File: config.mk
export PLATFORM = sky130hd
export DESIGN_NAME = xdata_reader
export DESIGN_NICKNAME = d
export VERILOG_FILES = /design/src/rtl/xdata_reader_pkg.sv /design/src/rtl/xdata_reader_xbus_timer.sv /design/src/rtl/xdata_reader.sv
export SDC_FILE = /design/constraint.sdc
export NUM_CORES = 1
export LEC_CHECK = 0
export CORE_UTILIZATION = 25
export CTS_CLUSTER_SIZE = 20
export DETAILED_ROUTE_END_ITERATION = 7
export PLACE_DENSITY = 0.57
export RECOVER_POWER = 50
export SKIP_CTS_REPAIR_TIMING = 1
export SLEW_MARGIN = 10
export SYNTH_ARGS = -nofsm -noshare
export SYNTH_HDL_FRONTEND = slang
export SYNTH_SLANG_ARGS = --single-unit
File: constraint.sdc
create_clock -name clock -period 1.6 [get_ports clock]
set_input_delay 0.32 -clock clock [delete_from_list [all_inputs] [get_ports clock]]
set_output_delay 0.32 -clock clock [all_outputs]
set_load 0.005 [all_outputs]
File: src/rtl/xdata_reader_pkg.sv
// Shared definitions for the MOVX external data read sequencer:
// bus-cycle state encodings, port reset value and the timer width helper.
package xdata_reader_pkg;

  typedef enum logic [2:0] {
    XRD_IDLE = 3'd0,
    XRD_ADDR = 3'd1,
    XRD_HOLD = 3'd2,
    XRD_READ = 3'd3,
    XRD_DONE = 3'd4
  } xrd_state_e;

  localparam logic [7:0] PORT_RST = 8'hFF;

  function automatic int cnt_width(
    input int a,
    input int b
  );
    return $clog2(((a > b) ? a : b) + 1);
  endfunction

endpackage

File: src/rtl/xdata_reader_xbus_timer.sv
// xbus_timer: loadable saturating down-counter, tc_o high at zero.
// Times the ALE and RD_n phases of the external bus cycle.
module xbus_timer #(
  parameter int W = 2
) (
  input  logic         clock,
  input  logic         reset,
  input  logic         load_i,
  input  logic [W-1:0] load_val_i,
  output logic         tc_o
);

  logic [W-1:0] cnt_q, cnt_d;

  always_comb begin
    cnt_d = cnt_q;
    if (load_i) begin
      cnt_d = load_val_i;
    end else if (cnt_q != '0) begin
      cnt_d = cnt_q - W'(1);
    end
  end

  always_ff @(posedge clock or negedge reset) begin
    if (!reset) begin
      cnt_q <= '0;
    end else begin
      cnt_q <= cnt_d;
    end
  end

  assign tc_o = (cnt_q == '0);

endmodule

File: src/rtl/xdata_reader.sv
// xdata_reader: MOVX external data-memory read sequencer on the P0/P2 bus.
// Define XDATA_WAIT_EN to add ext_wait, which stretches RD_n at terminal count.
module xdata_reader
  import xdata_reader_pkg::*;
#(
  parameter int ADDR_CYCLES = 1,
  parameter int RD_CYCLES   = 3
) (
  input  logic       clock,
  input  logic       reset,
  input  logic       rd_req,
  input  logic       use_ri,
  input  logic [7:0] ri_addr,
  input  logic [7:0] dptr_h,
  input  logic [7:0] dptr_l,
  input  logic [7:0] p2_sfr,
  input  logic [7:0] p0_in,
`ifdef XDATA_WAIT_EN
  input  logic       ext_wait,
`endif
  output logic [7:0] p0_out,
  output logic       p0_oe,
  output logic [7:0] p2_out,
  output logic       ale,
  output logic       rd_n,
  output logic [7:0] data_out,
  output logic       busy,
  output logic       done
);

  localparam int CW = cnt_width(ADDR_CYCLES, RD_CYCLES);
  localparam logic [CW-1:0] ADDR_LD = CW'(ADDR_CYCLES - 1);
  localparam logic [CW-1:0] READ_LD = CW'(RD_CYCLES - 1);

  xrd_state_e state_q, state_d;
  logic [7:0] hi_q, hi_d, lo_q, lo_d;
  logic [7:0] data_q, data_d;
  logic [7:0] p0_out_q, p0_out_d;
  logic [7:0] p2_out_q, p2_out_d;
  logic p0_oe_q, p0_oe_d;
  logic ale_q, ale_d;
  logic rd_n_q, rd_n_d;
  logic busy_q, busy_d;
  logic done_q, done_d;
  logic tmr_ld, tmr_tc, wait_w;
  logic [CW-1:0] tmr_val;

`ifdef XDATA_WAIT_EN
  assign wait_w = ext_wait;
`else
  assign wait_w = 1'b0;
`endif

  xbus_timer #(
    .W(CW)
  ) u_timer (
    .clock      (clock),
    .reset      (reset),
    .load_i     (tmr_ld),
    .load_val_i (tmr_val),
    .tc_o       (tmr_tc)
  );

  always_comb begin
    state_d = state_q;
    hi_d    = hi_q;
    lo_d    = lo_q;
    data_d  = data_q;
    unique case (state_q)
      XRD_IDLE: begin
        if (rd_req) begin
          state_d = XRD_ADDR;
          hi_d    = use_ri ? p2_sfr : dptr_h;
          lo_d    = use_ri ? ri_addr : dptr_l;
        end
      end
      XRD_ADDR: if (tmr_tc) state_d = XRD_HOLD;
      XRD_HOLD: state_d = XRD_READ;
      XRD_READ: begin
        if (tmr_tc && !wait_w) begin
          state_d = XRD_DONE;
          data_d  = p0_in;
        end
      end
      XRD_DONE: state_d = XRD_IDLE;
      default:  state_d = XRD_IDLE;
    endcase
  end

  // Timer reloads on every state entry; a wait hold keeps it parked at zero.
  always_comb begin
    tmr_ld  = (state_d != state_q);
    tmr_val = '0;
    if (state_d == XRD_ADDR) tmr_val = ADDR_LD;
    if (state_d == XRD_READ) tmr_val = READ_LD;
  end

  // Pad outputs are decoded from the next state so they register cleanly.
  always_comb begin
    p0_out_d = PORT_RST;
    p2_out_d = p2_sfr;
    p0_oe_d  = 1'b0;
    ale_d    = 1'b0;
    rd_n_d   = 1'b1;
    busy_d   = 1'b1;
    done_d   = 1'b0;
    unique case (state_d)
      XRD_ADDR: begin
        ale_d    = 1'b1;
        p0_oe_d  = 1'b1;
        p0_out_d = lo_d;
        p2_out_d = hi_d;
      end
      XRD_HOLD: begin
        p0_oe_d  = 1'b1;
        p0_out_d = lo_d;
        p2_out_d = hi_d;
      end
      XRD_READ: begin
        rd_n_d   = 1'b0;
        p2_out_d = hi_d;
      end
      XRD_DONE: done_d = 1'b1;
      default:  busy_d = 1'b0;
    endcase
  end

  always_ff @(posedge clock or negedge reset) begin
    if (!reset) begin
      state_q  <= XRD_IDLE;
      hi_q     <= '0;
      lo_q     <= '0;
      data_q   <= 8'h00;
      p0_out_q <= PORT_RST;
      p2_out_q <= PORT_RST;
      p0_oe_q  <= 1'b0;
      ale_q    <= 1'b0;
      rd_n_q   <= 1'b1;
      busy_q   <= 1'b0;
      done_q   <= 1'b0;
    end else begin
      state_q  <= state_d;
      hi_q     <= hi_d;
      lo_q     <= lo_d;
      data_q   <= data_d;
      p0_out_q <= p0_out_d;
      p2_out_q <= p2_out_d;
      p0_oe_q  <= p0_oe_d;
      ale_q    <= ale_d;
      rd_n_q   <= rd_n_d;
      busy_q   <= busy_d;
      done_q   <= done_d;
    end
  end

  assign p0_out   = p0_out_q;
  assign p0_oe    = p0_oe_q;
  assign p2_out   = p2_out_q;
  assign ale      = ale_q;
  assign rd_n     = rd_n_q;
  assign data_out = data_q;
  assign busy     = busy_q;
  assign done     = done_q;

endmodule

Yosys cells after proc, flatten, opt, wreduce, memory -nomap -nowiden
Cells that the tools add are included.
Widths: inputs -> output; s select.

word-level totals
  register bits after elaboration = 50
  input port bits = 44
  output and inout bits = 29
  logic and storage cells = 49

operators by class
  add/sub/neg operators = 1
  eq/ne operators = 8
  muxes and demuxes = 20
  reductions and logical operators = 8

operator list
  operator             number
  $mux 8               8
  $eq 3x2->1 const B   4
  $pmux 3 s4           1
  $mux 3               3
  $eq 3x1->1 const B   2
  $mux 2               3
  $mux 1               5
  $reduce_bool 2->1    2
  $reduce_or 4->1      1
  $eq 3x3->1 const B   1
  $logic_not 3->1      1
  $ne 3x3->1           1
  $reduce_or 3->1      1
  $logic_not 2->1      1
  $reduce_and 2->1     1
  $reduce_or 2->1      1
  $sub 2x1->2 const B  1

Depth between registers and ports, before layout
Gate-level depths: netlist of run 1.

  word-level depth = 6
  depth in mapped cells = 6
  gate-level depth less buffers = 5

Modules after synthesis
Synthesis of run 1 repeated with hierarchy kept, for this count alone.

second synthesis, totals
  cell total of the unflattened synthesis = 185
  area total of the unflattened synthesis = 2,192.1 µm²

by module, submodules not included
  module        instances  cells each  area an instance (µm²)  sequential area each (µm²)
  xdata_reader  1          173         2,078.2                 1,222.4
  xbus_timer    1          12          113.9                   50.0

Least setup slack after synthesis of run 1
Ideal clock, no wire load.

  path kind = reg2reg
  start point = register u_timer.cnt_q[0]
  end point = register data_q[0], in the netlist data_out[0]
  setup time = 0.125 ns
  arrival = 1.485 ns
  data required time = 1.475 ns
  path slack = -0.010 ns
  cell stages (with the launch flop) = 7
  buffers on the path = 1
  period minus slack after synthesis = 1.610 ns
  path through = dfrtp_1 -> inv_1 -> ha_1 -> nand2_1 -> nor3b_1 -> buf_4 -> mux2_2

on the way
  longest elaborated chain between the ends = 2

ends and longest elaborated chain
  item                               line                           text
  start, declared                    xdata_reader_xbus_timer.sv:13  logic [W-1:0] cnt_q, cnt_d;
  start signal, assigned             xdata_reader_xbus_timer.sv:28  cnt_q <= cnt_d;
  $logic_not 2->1                    xdata_reader_xbus_timer.sv:32  assign tc_o = (cnt_q == '0);
  $reduce_and 2->1 (no source line)  --
  end signal, assigned               xdata_reader.sv:145            data_q <= data_d;
  end, declared                      xdata_reader.sv:37             logic [7:0] data_q, data_d;

Every way passes these cells.
A chain may end at the register's enable or synchronous reset.

Worst setup path after layout of run 1
  start point = register u_timer.cnt_q[1]
  end point = register data_q[4], in the netlist data_out[4]

Same word-level chain as after synthesis.

==> results of run 1 <==
==> area by class of cell <==
cell class              instances  area [um2]  share of cell area (%)
clock buffers                   7       76.32                   2.268
flip-flops and latches         50        1275                   37.88
multi-input cells             117       845.8                   25.13
inverters                       5       18.77                  0.5576
repair buffers                101        1011                   30.04
well taps                     105       131.4                   3.903
clock inverters                 1       7.507                  0.2230
==> cells in the final DEF (no fill, tap or decap), types with 5 or more instances in the layout <==
cell type and n:
clkbuf_8 5, dlymetal6s2s_1 9, or2_2 10, o21ai_0 8
mux2_2 8, o211ai_1 9, a2bb2oi_1 8, clkdlybuf4s50_1 54
buf_4 19, dfstp_2 17, a21oi_1 10, mux2i_1 17
nand2_1 11, dfrtp_1 31, o21ai_1 8, nor2_1 11
clkdlybuf4s25_1 8
==> state kept, by name, indices dropped and copies added, names as in the netlist <==
register and count:
hi_q 8, data_out 8, p2_out 8, busy 1
done 1, rd_n 1, u_timer.cnt_q 2, p0_out 8
lo_q 8, state_q 3, p0_oe 1, ale 1
==> worst max-delay path, cell delays in order, from the launching register on <==
cell	delay (ns)
dfrtp_1	0.40
inv_2	0.07
ha_4	0.13
nand2_1	0.08
nor3b_2	0.22
buf_2	0.18
mux2_2	0.34
==> path summary, 6_finish.rpt <==
path	start	end	slack, ns	cells past startpoint
worst max register to register	u_timer.cnt_q[1]	data_out[4]	0.07	6
max in group asynchronous	reset	state_q[0]	0.42	2
worst max-delay path	u_timer.cnt_q[1]	data_out[4]	0.07	6
min in group clock	lo_q[7]	lo_q[7]	0.48	2
worst min register to register	lo_q[7]	lo_q[7]	0.48	2
worst min-delay path	reset	data_out[1]	0.35	2
==> power breakdown <==
group / leakage, nW / switching (mW) / internal (mW) / total [mW]
sequential: 0.566 / 0.246 / 2.00 / 2.25
clock: 0.0385 / 0.413 / 0.311 / 0.724
combinational: 0.812 / 1.18 / 1.65 / 2.84
==> cells by family after synthesis <==
kind of cell	share of synthesized area [%]
xor+xnor	0.3978
simple gates	10.68
compound gates	14.09
flops	57.78
mux	11.82
buf+inv	4.659
fa+ha+maj	0.5681
==> per-stage QoR <==
step                setup TNS [ns]  util [%]  power, mW
finish                           0     40.16      5.807
detailed placement          -5.250     37.38      4.948
global placement            -4.284     37.38      4.877
global route                     0     40.16      6.272
floorplan                        0         -      3.683
CTS                        -0.8487     38.38      5.693
==> routing by layer <==
metal | vias up | track usage, %
met5 | - | 0
li1 | 842 | -
met2 | 59 | 18.45
met1 | 822 | 15.38
met3 | 5 | 2.923
met4 | 0 | 3.980
==> synth_stat cells (all sizes together) <==
library cell / n / share of area, %
dfrtp: 33 / 37
dfstp: 17 / 20
mux2i: 17 / 7.7
o21ai: 16 / 3.6
buf: 11 / 3.6
nand2: 11 / 1.9
nor2: 11 / 1.9
a21oi: 10 / 2.3
or2: 10 / 2.8
o211ai: 9 / 3.1
a2bb2oi: 8 / 3.2
mux2: 8 / 4.1
inv: 5 / 0.85
nand3: 3 / 0.68
nor3: 3 / 0.91
nor3b: 2 / 0.68
o311a: 2 / 0.91
a311oi: 1 / 0.68
clkbuf: 1 / 0.17
ha: 1 / 0.57
nor2b: 1 / 0.28
nor4b: 1 / 1.1
o31ai: 1 / 0.34
or4b: 1 / 0.45
xor2: 1 / 0.40
==> results.md, run 1 <==
- The run finished with clean final reports.
- The kind of launch point of the worst setup path is a register.
- TritonCTS built the clock tree.
- The tightest slew margin relative to the limit is around 17%.
- The worst setup path is captured at a register.
- Across the run, the number of max-cap violations was 0.
- The slew at the pin with the worst max-slew slack is ~1.2 ns.
- The detailed router put a total of between 2000 and 2500 um of wire on met1.
- For this run, the number of Yosys warnings is 0.
- The path type of the worst setup path is reg2reg.
- The achievable clock frequency is 0.6555 GHz.
- The worst endpoint required time is 1.80 ns.
- The area enclosed by the die boundary is slightly above 9000 um2.
- Setup violations remaining at the end of the flow were counted as 0.
- The average instance area after synthesis is between 10 and 15 um2.
- The number of antenna violations at the first check in global routing is 0.
- The clock skew is about 0.015 ns.
- The number of optimization iterations in the first detailed-route pass is 4.
- Using the TritonRoute via totals, the vias-per-cell ratio works out to ~4.5.
- The via count of the first global-routing pass is 1,686.
- The worst-case clock buffer depth is 2.
- At the worst endpoint, the arrival time is around 1.7 ns.
- The number of nets in the final layout is 325.
- The clock period could shrink to 1.526 ns.
- The power per standard cell area is ~1700 nW/um2.
- The chip width is approximately 96 um.
- Routability-driven placement finished with a final weighted congestion of between 0.7 and 0.8.
- The net count after synthesis is around 230.
- After detailed routing, the number of remaining DRC violations is 0.
- Input and output buffers added on the ports amount to 72.
- The floorplan core area is about 8400 um2.
- Across all setup checks in the final design, the least slack found is ~0.074 ns.
- The number of CTS-inserted buffers is 5.
- OpenSTA, run right after detailed placement, puts the worst setup slack at -0.2130 ns.
- The gate count after technology mapping is 184.
- The routed design has a little over 5000 um of wire.
- In this run the count of I/O pins placed on the die edge is 73.
- Entering global routing, the biggest net connects 51 pins.
- The first global-routing pass estimated roughly 8000 um of wire.
- The area of the mapped netlist is 2202 um2.
- The TritonCTS sink count is 50.
- The clock latency on the worst-skew pair is about 0.3 ns.
- The flip-flop and latch count after synthesis is 50.
- 0 antenna diodes ended up in the layout.
- Setup repair after global routing left no endpoint under its margin.
- The final hold slack is roughly 0.35 ns.
- The detailed-placement wirelength estimate is ~3400 um.
- The class of the tightest hold or removal check is in2async.
- The worst vdd rail ir drop is between 0.0008 and 0.0009 V.
- CTS built an H-tree with a depth of 2.
- In this run, the number of DRC markers left after iteration 0 of detailed routing was between 40 and 50.
- Sequential cells were found to cover between 50% and 60% of the synthesized design area.
- After clock tree synthesis, the clock-pin slew on the worst setup and hold paths is approximately 0.10 ns.
- The per-cell routed wire length is approximately 13 um.
- Of all nets on the critical path, the largest fanout is 4.
- The root buffer cell is clkbuf_8.
- The max-slew violation count is 0.
- Summed over all nets, wire length on met2 after detailed routing comes to approximately 2300 um.
- In this run, distinct cell masters in the synthesized netlist total 30.
- The top layer reached by signal wires is met4.
- After routing the design area is around 3400 um2.
- Once detail routing completed, the nets flagged for antenna violations numbered 0.
- In the global route stage, overall resource usage came out at between 10 and 15%.
- The y dimension of the die is 95.86 um.
- Summed over all cells, the static leakage comes to approximately 1.4 nW.
- The initialized floorplan defines 33 standard-cell rows.
- The total placed cells including tap cells is 366.
- Relative to the synthesized area, the layout overhead comes to 52.84%.
- The final hold violation count came to 0.
- The routed via count is roughly 1,700.
- The share of final-layout standard cells stronger than drive strength 1 is around 28%.
- Global routing finished with a remaining overflow of 0.
- The routed wire length on met3 is between 300 and 400 um.
- In the finished design, the share of the clock period the worst path needs comes to 95.35%.
- For this configuration, the core starts out at a cell density of 26.27%.
- Summing all placed instances gives a cell area of 3133 um2.
- The filler cells instantiated in the layout total 800.
- Leaving out filler cells and counting taps, the final layout contains about 390.
Note: power is estimated with default switching activity, not from simulation.
==> inputs of run 2 (changes only) <==
==> constraint.sdc (replaced) <==
create_clock -name clock -period 1.6 [get_ports clock]
set_input_delay 0.32 -clock clock [delete_from_list [all_inputs] [get_ports clock]]
set_output_delay 0.32 -clock clock [all_outputs]
set_load 0.02 [all_outputs]
==> results.md, run 2 (synthesized netlist as in run 1, its figures left out) <==
- The core region is around 8400 um2.
- The root buffer cell is clkbuf_8.
- The clock skew is roughly 0.014 ns.
- After detailed placement, the design holds a cell count of about 370.
- In this run, the number of DRC markers left after iteration 0 of detailed routing was 49.
- The detailed-placement wirelength estimate is between 3000 and 4000 um.
- The run finished with clean final reports.
- The global route total overflow is 0.
- The sequential cell area is about 1300 um2.
- The clock slew at the register clock pins of the worst setup and hold paths is approximately 0.10 ns.
- The sum of negative setup slack is 0 ns.
- The diode insertion count for antenna repair is 0.
- The via count of the first global-routing pass was 1,686.
- The path type of the worst setup path is reg2out.
- Derived from the worst setup path, the maximum achievable clock frequency is between 0.6 and 0.7 GHz.
- The post-placement cell area is ~3100 um2.
- The routed via count is between 1,500 and 2,000.
- The finished layout holds ~390 standard cells, fillers aside.
- The slew at the pin with the worst max-slew slack is about 1.2 ns.
- TritonCTS built the clock tree.
- The max-slew violation count is 0.
- The number of remaining DRC errors is 0.
- The clock passes through at most 2 buffers.
- The routed design could run at a clock period as short as between 1.5 and 2 ns.
- The worst setup timing slack at the placement stage is -0.2130 ns.
- The global-route wire length before repair is 8045 um.
- The share of final-layout standard cells stronger than drive strength 1 is about 28%.
- The worst hold path belongs to the class in2async.
- Measured along the x axis, the die boundary spans 95.86 um.
- The ratio of final minimum period to clock period is slightly below 100%.
- Power spread over the standard cell area amounts to between 1500 and 2000 nW/um2.
- The total power after layout is around 6.1 mW.
- Leaving out fill and tap cells, the most frequent cells in the layout are clkdlybuf4s50_1, dfrtp_1, buf_4.
- The placement row count is 33.
- The net count of the finished layout is 324.
- Dividing the detail-routed via count by the number of cells gives 4.491.
- During I/O placement, the number of pins put on the boundary was 73.
- The number of fillers in the final layout is roughly 810.
- After detailed routing, the total wire length is 5038 um.
- Routability-driven placement finished with a final weighted congestion of ~0.75.
- The count of buffers from port buffering is 72.
- In this run the number of H-tree levels came out at 2.
- Traced cell by cell, the critical path runs through clkdlybuf4s50_1.
- The final cell utilization of the core is roughly two fifths.
- The number of optimization iterations in the first detailed-route pass is 4.
- The pin count of the biggest net entering global routing is 51.
- The combined area of the multi-input logic cells is roughly 850 um2.
- The number of antenna violations at the first check in global routing is 0.
- The slowest library cell on the worst path is clkdlybuf4s50_1.
- The worst reg2reg path endpoint is hi_q[2].
- The TritonCTS sink count is 50.
- Max-cap violations in this run came to 0.
- The detail route stage leaves a number of antenna-violating nets equal to 0.
- Leaving out fill and tap cells, the most frequent cell in the layout is clkdlybuf4s50_1.
- The beginning of the worst register-to-register path is state_q[1].
- The number of CTS-inserted buffers is 5.
- The final hold slack is between 0.3 and 0.4 ns.
- STA puts the critical path data required time at between 1 and 1.5 ns.
- The arrival time of data at the critical path endpoint is ~1.2 ns.
- Headroom to the max-slew limit came out at between 10% and 20%.
- The kind of launch point of the worst setup path is a register.
- Summing all non-filler instances in the final layout gives an area of between 3000 and 4000 um2.
- The total global-route track usage is a little under an eighth.
- The maximum fanout encountered on the critical timing path is 1.
- The worst setup path is captured at a primary output.
- The setup slack after layout is between 0.03 and 0.04 ns.
- The die is 95.86 um tall.
- Setup violations remaining at the end of the flow were counted as 0.
- The clock latency on the worst-skew pair is ~0.30 ns.
- From synthesis to final layout, the design area changed by 51.93%.
- The final hold violation count is 0.
- The floorplan step defined a die boundary enclosing around 9200 um2.
- The cell family contributing the most delay on the critical path is buffers and inverters.
- In this run the register-to-register setup slack is ~0.08 ns.
- The reported leakage power is between 1 and 1.5 nW.
- The per-cell routed wire length is 13.09 um.
- For this configuration, the core starts out at a cell density of between 20% and 30%.
- The count of cells along the worst register-to-register path is 7.
- Counting both buffers and inverters, the worst setup path holds a total of 1.
- The worst vdd rail ir drop is roughly 0.00076 V.
- The largest incremental delay on the critical path is 0.60 ns.
-- run 2: changes by cell type in the layout (fill, tap and decap cells not counted) --
cell	before	now
buf_2	2	1
buf_4	19	20
clkbuf_1	4	10
clkdlybuf4s25_1	8	0
clkdlybuf4s50_1	54	45
dlymetal6s2s_1	9	19
inv_1	3	4
inv_2	2	1
-- run 2: how the worst max path moves through the flow --
stage / startpoint / to / slack, ns / cells after the start
finish: busy / busy / 0.04 / 1
global route: u_timer.cnt_q[1] / data_out[5] / -0.02 / 6
floorplan: u_timer.cnt_q[0] / data_out[0] / 0.03 / 6
global placement: rd_req / lo_q[4] / -0.17 / 5
detailed placement: rd_req / p2_out[0] / -0.21 / 6
CTS: p0_out[7] / p0_out[7] / -0.19 / 1
-- run 2: layout make-up --
class                      instances  area share, %
clock buffer                       7          2.281
clock inverter                     1         0.2244
sequential                        50          38.11
multi-input combinational        117          25.28
tap                              105          3.927
timing repair buffer             100          29.62
inverter                           5         0.5610
-- run 2: metal layers --
metal | GRT usage, % | part of all wire [%] | vias to the layer above
li1 | - | - | 839
met1 | 15.38 | 47 | 826
met4 | 3.980 | 0.87 | 0
met5 | 0 | 0 | -
met2 | 18.45 | 46 | 59
met3 | 2.923 | 6.3 | 5
-- run 2: where the power goes --
group          switching [mW]  internal, mW
clock                   0.410         0.310
sequential              0.236          2.00
combinational            1.57          1.56
